## src/rtl/spu_pkg.sv

```systemverilog
// Shared definitions for the SPU controller: opcodes, FSM states, select codes
// and the instruction word layout.
package spu_pkg;

    localparam logic [3:0] OP_LOAD  = 4'h0;
    localparam logic [3:0] OP_STORE = 4'h1;
    localparam logic [3:0] OP_ADD   = 4'h2;
    localparam logic [3:0] OP_LDC   = 4'h3;
    localparam logic [3:0] OP_SUB   = 4'h4;
    localparam logic [3:0] OP_JMPZ  = 4'h5;
    localparam logic [3:0] OP_AND   = 4'h6;
    localparam logic [3:0] OP_JMP   = 4'h7;
    localparam logic [3:0] OP_HALT  = 4'hF;

    typedef enum logic [3:0] {
        ST_IDLE,
        ST_FETCH,
        ST_DECODE,
        ST_EXEC_LOAD,
        ST_EXEC_STORE,
        ST_EXEC_ALU,
        ST_EXEC_LDC,
        ST_EXEC_JMPZ,
        ST_JMP_TAKE,
        ST_HALT
    } state_e;

    typedef enum logic [1:0] {
        RF_SEL_ALU = 2'b00,
        RF_SEL_DM  = 2'b01,
        RF_SEL_IMM = 2'b10
    } rf_sel_e;

    typedef enum logic [1:0] {
        ALU_PASS = 2'b00,
        ALU_ADD  = 2'b01,
        ALU_SUB  = 2'b10,
        ALU_AND  = 2'b11
    } alu_sel_e;

    // The 8-bit d/c/offset field is {rb, rc}.
    typedef struct packed {
        logic [3:0] op;
        logic [3:0] ra;
        logic [3:0] rb;
        logic [3:0] rc;
    } instr_t;

endpackage

```

## src/rtl/spu_pc.sv

```systemverilog
// SPU program counter: IM_AW-bit register with clear, increment and a relative
// load that is taken from the address of the jump itself (PC-1).
module spu_pc #(
    parameter int IM_AW = 8
) (
    input  logic             clk,
    input  logic             rst,
    input  logic             clr,
    input  logic             inc,
    input  logic             jmp,
    input  logic [IM_AW-1:0] offset,
    output logic [IM_AW-1:0] pc
);

    logic [IM_AW-1:0] pc_q, pc_d;

    // The offset arrives already truncated to IM_AW bits, which equals the
    // sign-extended offset modulo 2^IM_AW.
    always_comb begin
        pc_d = pc_q;
        if (clr) begin
            pc_d = '0;
        end else if (inc) begin
            pc_d = pc_q + IM_AW'(1);
        end else if (jmp) begin
            pc_d = pc_q - IM_AW'(1) + offset;
        end
    end

    // NOTE: sequential state uses non-blocking assignments only.
    always_ff @(posedge clk) begin
        if (rst) begin
            pc_q <= '0;
        end else begin
            pc_q <= pc_d;
        end
    end

    assign pc = pc_q;

endmodule

```

## src/rtl/spu_ctrl_v2.sv

```systemverilog
// SPU next-generation controller with handshaked memories.
// Optional memory-wait timeout: define SPU_MEM_TIMEOUT_EN.
module spu_ctrl_v2
    import spu_pkg::*;
#(
    parameter int IM_AW      = 8,
    parameter int DM_AW      = 8,
    parameter int RF_AW      = 4,
    parameter int WAIT_LIMIT = 15
) (
    input  logic             clk,
    input  logic             rst,
    input  logic             start,
    output logic             stop,
    output logic             err,
    input  logic [15:0]      im_r_data,
    output logic [IM_AW-1:0] im_addr,
    output logic             im_rd,
    input  logic             im_ready,
    output logic [DM_AW-1:0] dm_addr,
    output logic             dm_rd,
    output logic             dm_wr,
    input  logic             dm_ready,
    output logic             rf_s1,
    output logic             rf_s0,
    output logic [7:0]       rf_w_data,
    output logic [RF_AW-1:0] rf_w_addr,
    output logic             rf_w_wr,
    output logic [RF_AW-1:0] rf_rp_addr,
    output logic             rf_rp_rd,
    output logic [RF_AW-1:0] rf_rq_addr,
    output logic             rf_rq_rd,
    input  logic             rf_rp_zero,
    output logic             alu_s1,
    output logic             alu_s0
);

`ifdef SPU_MEM_TIMEOUT_EN
    localparam bit TIMEOUT_EN = 1'b1;
`else
    localparam bit TIMEOUT_EN = 1'b0;
`endif
    localparam int WAIT_W = (WAIT_LIMIT > 1) ? $clog2(WAIT_LIMIT) : 1;

    state_e            state_q, state_d;
    instr_t            ir_q, ir_d;
    logic              err_q, err_d;
    logic [WAIT_W-1:0] wait_q, wait_d;
    logic              wait_expired;
    logic              pc_clr, pc_inc, pc_jmp;
    logic [IM_AW-1:0]  pc_q;
    logic [7:0]        d_field;
    rf_sel_e           rf_sel;
    alu_sel_e          alu_sel;

    assign d_field      = {ir_q.rb, ir_q.rc};
    assign wait_expired = TIMEOUT_EN && (wait_q == WAIT_W'(WAIT_LIMIT - 1));

    spu_pc #(.IM_AW(IM_AW)) u_pc (
        .clk    (clk),
        .rst    (rst),
        .clr    (pc_clr),
        .inc    (pc_inc),
        .jmp    (pc_jmp),
        .offset (d_field[IM_AW-1:0]),
        .pc     (pc_q)
    );

    // NOTE: every output and next-state value gets a default first, so no
    // path through the case below can infer a latch.
    always_comb begin
        state_d    = state_q;
        ir_d       = ir_q;
        err_d      = err_q;
        pc_clr     = 1'b0;
        pc_inc     = 1'b0;
        pc_jmp     = 1'b0;
        stop       = 1'b0;
        im_addr    = '0;
        im_rd      = 1'b0;
        dm_addr    = '0;
        dm_rd      = 1'b0;
        dm_wr      = 1'b0;
        rf_sel     = RF_SEL_ALU;
        rf_w_data  = '0;
        rf_w_addr  = '0;
        rf_w_wr    = 1'b0;
        rf_rp_addr = '0;
        rf_rp_rd   = 1'b0;
        rf_rq_addr = '0;
        rf_rq_rd   = 1'b0;
        alu_sel    = ALU_PASS;

        case (state_q)
            ST_IDLE, ST_HALT: begin
                stop = 1'b1;
                if (start) begin
                    pc_clr  = 1'b1;
                    err_d   = 1'b0;
                    state_d = ST_FETCH;
                end
            end
            ST_FETCH: begin
                im_rd   = 1'b1;
                im_addr = pc_q;
                if (im_ready) begin
                    ir_d    = instr_t'(im_r_data);
                    pc_inc  = 1'b1;
                    state_d = ST_DECODE;
                end else if (wait_expired) begin
                    err_d   = 1'b1;
                    state_d = ST_HALT;
                end
            end
            ST_DECODE: begin
                case (ir_q.op)
                    OP_LOAD:                state_d = ST_EXEC_LOAD;
                    OP_STORE:               state_d = ST_EXEC_STORE;
                    OP_ADD, OP_SUB, OP_AND: state_d = ST_EXEC_ALU;
                    OP_LDC:                 state_d = ST_EXEC_LDC;
                    OP_JMPZ:                state_d = ST_EXEC_JMPZ;
                    OP_JMP:                 state_d = ST_JMP_TAKE;
                    OP_HALT:                state_d = ST_HALT;
                    default: begin
                        err_d   = 1'b1;
                        state_d = ST_HALT;
                    end
                endcase
            end
            ST_EXEC_LOAD: begin
                dm_rd     = 1'b1;
                dm_addr   = d_field[DM_AW-1:0];
                rf_sel    = RF_SEL_DM;
                rf_w_addr = ir_q.ra;
                if (dm_ready) begin
                    rf_w_wr = 1'b1;
                    state_d = ST_FETCH;
                end else if (wait_expired) begin
                    err_d   = 1'b1;
                    state_d = ST_HALT;
                end
            end
            ST_EXEC_STORE: begin
                // The ALU passes RF[ra] through to the datapath's dm_w_data.
                dm_wr      = 1'b1;
                dm_addr    = d_field[DM_AW-1:0];
                rf_rp_addr = ir_q.ra;
                rf_rp_rd   = 1'b1;
                if (dm_ready) begin
                    state_d = ST_FETCH;
                end else if (wait_expired) begin
                    err_d   = 1'b1;
                    state_d = ST_HALT;
                end
            end
            ST_EXEC_ALU: begin
                rf_rp_addr = ir_q.rb;
                rf_rp_rd   = 1'b1;
                rf_rq_addr = ir_q.rc;
                rf_rq_rd   = 1'b1;
                case (ir_q.op)
                    OP_ADD:  alu_sel = ALU_ADD;
                    OP_SUB:  alu_sel = ALU_SUB;
                    default: alu_sel = ALU_AND;
                endcase
                rf_w_addr = ir_q.ra;
                rf_w_wr   = 1'b1;
                state_d   = ST_FETCH;
            end
            ST_EXEC_LDC: begin
                rf_sel    = RF_SEL_IMM;
                rf_w_data = d_field;
                rf_w_addr = ir_q.ra;
                rf_w_wr   = 1'b1;
                state_d   = ST_FETCH;
            end
            ST_EXEC_JMPZ: begin
                rf_rp_addr = ir_q.ra;
                rf_rp_rd   = 1'b1;
                state_d    = rf_rp_zero ? ST_JMP_TAKE : ST_FETCH;
            end
            ST_JMP_TAKE: begin
                pc_jmp  = 1'b1;
                state_d = ST_FETCH;
            end
            default: state_d = ST_IDLE;
        endcase

        wait_d = '0;
        if (TIMEOUT_EN && (state_d == state_q) &&
            (state_q inside {ST_FETCH, ST_EXEC_LOAD, ST_EXEC_STORE})) begin
            wait_d = wait_q + WAIT_W'(1);
        end
    end

    assign {rf_s1, rf_s0}   = rf_sel;
    assign {alu_s1, alu_s0} = alu_sel;
    assign err              = err_q;

    always_ff @(posedge clk) begin
        if (rst) begin
            state_q <= ST_IDLE;
            ir_q    <= '0;
            err_q   <= 1'b0;
            wait_q  <= '0;
        end else begin
            state_q <= state_d;
            ir_q    <= ir_d;
            err_q   <= err_d;
            wait_q  <= wait_d;
        end
    end

endmodule
```

## config.mk

```make
export PLATFORM = sky130hd
export DESIGN_NAME = spu_ctrl_v2
export DESIGN_NICKNAME = d
export VERILOG_FILES = /design/src/rtl/spu_pkg.sv /design/src/rtl/spu_pc.sv /design/src/rtl/spu_ctrl_v2.sv
export SDC_FILE = /design/constraint.sdc
export NUM_CORES = 1
export LEC_CHECK = 0
export CORE_MARGIN = 1
export CORE_UTILIZATION = 57
export DETAILED_ROUTE_END_ITERATION = 12
export DONT_BUFFER_PORTS = 1
export PLACE_DENSITY = 0.8
export SYNTH_ARGS = -nofsm -noshare
export SYNTH_HDL_FRONTEND = slang
export SYNTH_SLANG_ARGS = --single-unit
export TNS_END_PERCENT = 10
```

## constraint.sdc

```tcl
create_clock -name clk -period 2.9 [get_ports clk]
set_input_delay 0.29 -clock clk [delete_from_list [all_inputs] [get_ports clk]]
set_output_delay 0.29 -clock clk [all_outputs]
set_load 0.01 [all_outputs]
```

==> results of run 1 <==
-- registers in the layout (all words and copies together) (netlist names) --
register and flops:
d_field 8, ir_q 8, u_pc.pc 8, state_q 4, err 1
-- cell families (layout without fill, tap and decap cells) --
kind of cell / after synthesis / count (layout) / share of synthesized area
AOI/OAI and AO/OA: 73 / 73 / 0.214
xor gates and xnor gates: 8 / 8 / 0.0314
adders and majority gates: 15 / 15 / 0.0875
buffers and inverters: 53 / 48 / 0.0976
DFF: 29 / 29 / 0.260
muxes: 1 / 1 / 0.00505
and+or+nand+nor: 128 / 128 / 0.305
-- layout make-up --
type                            instances  area (um^2)
Clock inverter                          2         10.0
Fill cell                             362         1380
Clock buffer                            6         72.6
Multi-Input combinational cell        225         1430
Sequential cell                        29          581
Inverter                               32          120
Timing Repair Buffer                    8         60.1
Tap cell                               48         60.1
-- power groups by stage --
stage,Clock [mW],Sequential (mW),Combinational (mW)
floorplan,0,0.498,0.666
global placement,0,0.549,0.765
detailed placement,0,0.551,0.783
CTS,0.324,0.544,0.792
global route,0.343,0.560,0.881
finish,0.322,0.546,0.800
-- per-stage QoR --
| step | total power, mW | hold WS [ps] | cells | setup slack [ps] | utilization |
|---|---|---|---|---|---|
| 6_report | 1.67 | 75.0 | 350 | 363 | 0.629 |
| 5_1_grt | 1.78 | 65.1 | 350 | 241 | 0.629 |
| 4_1_cts | 1.66 | 68.3 | 350 | 408 | 0.629 |
| 3_5_place_dp | 1.33 | 363 | 342 | 434 | 0.606 |
| 3_3_place_gp | 1.31 | 363 | 342 | 568 | 0.606 |
| 2_1_floorplan | 1.16 | 426 | 307 | 641 | - |
-- critical path: stages (launching register included) --
cell,delay (ps)
dfxtp_1,390
inv_1,60
ha_1,270
inv_1,40
ha_1,230
fa_1,430
a21o_1,170
a21oi_1,250
o21ai_0,180
a2111o_1,380
nand3_1,80
-- per-layer routing --
layer,share of wire,up-vias,routed length (um)
met5,0,-,0
met4,0.019,0,102
met3,0.061,12,325
met2,0.46,79,2480
met1,0.46,927,2440
li1,-,1039,-
-- synthesized netlist by cell type (2+ instances only) --
cell type,instances,area [um^2]
ha_1,14,175
nand3b_1,2,15.0
nor3_1,18,90.1
nand2b_1,5,31.3
clkbuf_1,11,41.3
and2_1,23,144
xnor2_1,4,35.0
xor2_1,4,35.0
nor2_1,16,60.1
a21o_1,4,30.0
dfxtp_1,29,581
a21oi_1,26,130
nand4_1,2,12.5
nand3_1,5,25.0
nor4b_4,2,47.6
nor2b_1,3,18.8
o21ai_0,10,50.1
o31a_1,2,17.5
a31oi_1,4,25.0
a22oi_1,5,37.5
inv_1,32,120
buf_1,2,7.51
o22ai_1,3,18.8
nand2_1,44,165
buf_2,6,30.0
a211oi_1,3,22.5
-- worst min path at each step --
stage	endpoint	slack (ps)
finish	state_q[2]	80
global route	state_q[2]	70
detailed placement	state_q[3]	360
CTS	state_q[2]	70
global placement	state_q[3]	360
floorplan	d_field[0]	430
-- layout by cell type, fill, tap and decap left out, types with 5 or more instances in the layout --
cell type and count:
o21ai_0 10, and2_1 23, a22oi_1 5, a21oi_1 26, nand3_1 5, nor2_1 16
inv_1 32, nand2b_1 5, nand2_1 44, nor3_1 18, ha_1 14, dfxtp_1 29
clkbuf_8 5, buf_4 8
==> summary.md, run 1 <==
| Metric | Value |
|---|---|
| Clk_lat worst skew | 280 ps |
| Endpoints failing hold | 0 |
| DRT Pass-1 Iters | 5 |
| Cts repair resizes | 0 |
| Clock Skew | 5.98 ps |
| Worst-margin pin slew | 672 ps |
| Row count | 22 |
| Die Y | around 65 um |
| Post-CTS Setup Inserts | 0 |
| CP Class | reg -> reg |
| H-tree levels | 2 |
| Count of input and output buffers | 0 |
| Max cap viols | 0 |
| GRT overflow | 0 |
| Critical path origin | u_pc.pc[1] |
| Leakage power | 0.874 nW |
| Io pins | 70 |
| Psw | roughly 0.73 mW |
| Total power divided by cell area | 714 nW/um^2 |
| RR Endpoint | u_pc.pc[7] |
| Most used flip-flop cell after synthesis | dfxtp_1 |
| WL/cell | 15.3 um |
| Sequential-to-total area share from yosys stat | 0.260 |
| Post-Synthesis Cells | about 300 |
| Post-route cell area | 2340 um^2 |
| Crit path capture | u_pc.pc[7] |
| Achievable frequency | 394 MHz |
| Layout cells sized above 1 | 0.0728 |
| RSZ-0062 raised after global routing | false |
| CP Data Required Time | 3120 ps |
| Min-Delay Path Class | in -> reg |
| CP startpoint kind | flip-flop |
| Nets | 338 |
| Peak VDD IR | roughly 0.00042 V |
| Reg2Reg Depth | 10 |
| Initial antenna violation count | 0 |
| Initial DRC Count | 158 |
| Worst hold start | rst |
| Grt met3 use | 0.0546 |
| CP endpoint kind | flip-flop |
| Post-Syn Area | 2230 um^2 |
| GP Congestion | 0.862 |
| Overall Global Routing Usage | 0.264 |
| Fin. max-slew vios | 0 |
| Ys async rst share | 0 |
| Combinational share of power | 0.480 |
| Critical path arrival | 2760 ps |
| Via count | approximately 2100 |
| Clock network fraction of total power | 0.193 |
| Die ar. | 4170 um^2 |
| CTS tree | yes |
| Number of flops mapped to enable cells by yosys | 0 |
| Syn avg cell area | just over 7 um^2 |
| Reg-to-reg startpoint | u_pc.pc[1] |
| Syn Nets | about 340 |
| Busiest grt layer | met2 |
| Max FO, Critical Path | 5 |
| HPWL Detailed | 4000 um |
| Largest net degree at the start of global routing | 23 |
| Total Wirelength | 5350 um |
| Hold_buf cts | 0 |
| Antenna fix cells | 0 |
| Vias in the first global route | 1870 |
| Worst Hold Depth | 1 |
| Share of power burned in registers | 0.327 |
| Clock transition at path regs | 70 ps |
| GR Util met2 | 0.443 |
| Routing usage on met1 | 0.325 |
| # clock sinks | 29 |
| Reg-to-reg slack, setup | 360 ps |
| Sw Share | 0.441 |
| Relative slew slack | 0.551 |
| Initial Util | 0.600 |
| Status | finished clean |
| Total CTS buffers | 5 |
| Synth Warn # | 0 |
| Clock tree buffer depth | 2 |
| Root buf cell | clkbuf_8 |
| Tmin final | 2540 ps |
| DR vias/cell | 5.88 |
| Post-route DRC violation count | 0 |
| Core outline area | 3720 um^2 |
| Netlist cell types | 54 |
| Final Cycle Share | 0.875 |
| Power Internal | 0.933 mW |
| Layout area overhead | 4.71% |
| Fin Setup TNS | 0 ps |
| Seq cells post-synth | 29 |
| Routed Antenna Nets | 0 |
| First-pass GRT wire length | 8540 um |
| Die Width | approximately 65 um |
| Setup-failing EPs final | 0 |
| Post-DP Area | 2250 um^2 |
No activity file was read; power rests on OpenSTA's default activity.
==> run 2, diff against run 1 <==
Settings changed: SLEW_MARGIN set to 10.
==> results of run 2 <==
No change in the layout: final DEF, timing and power equal those of run 1.
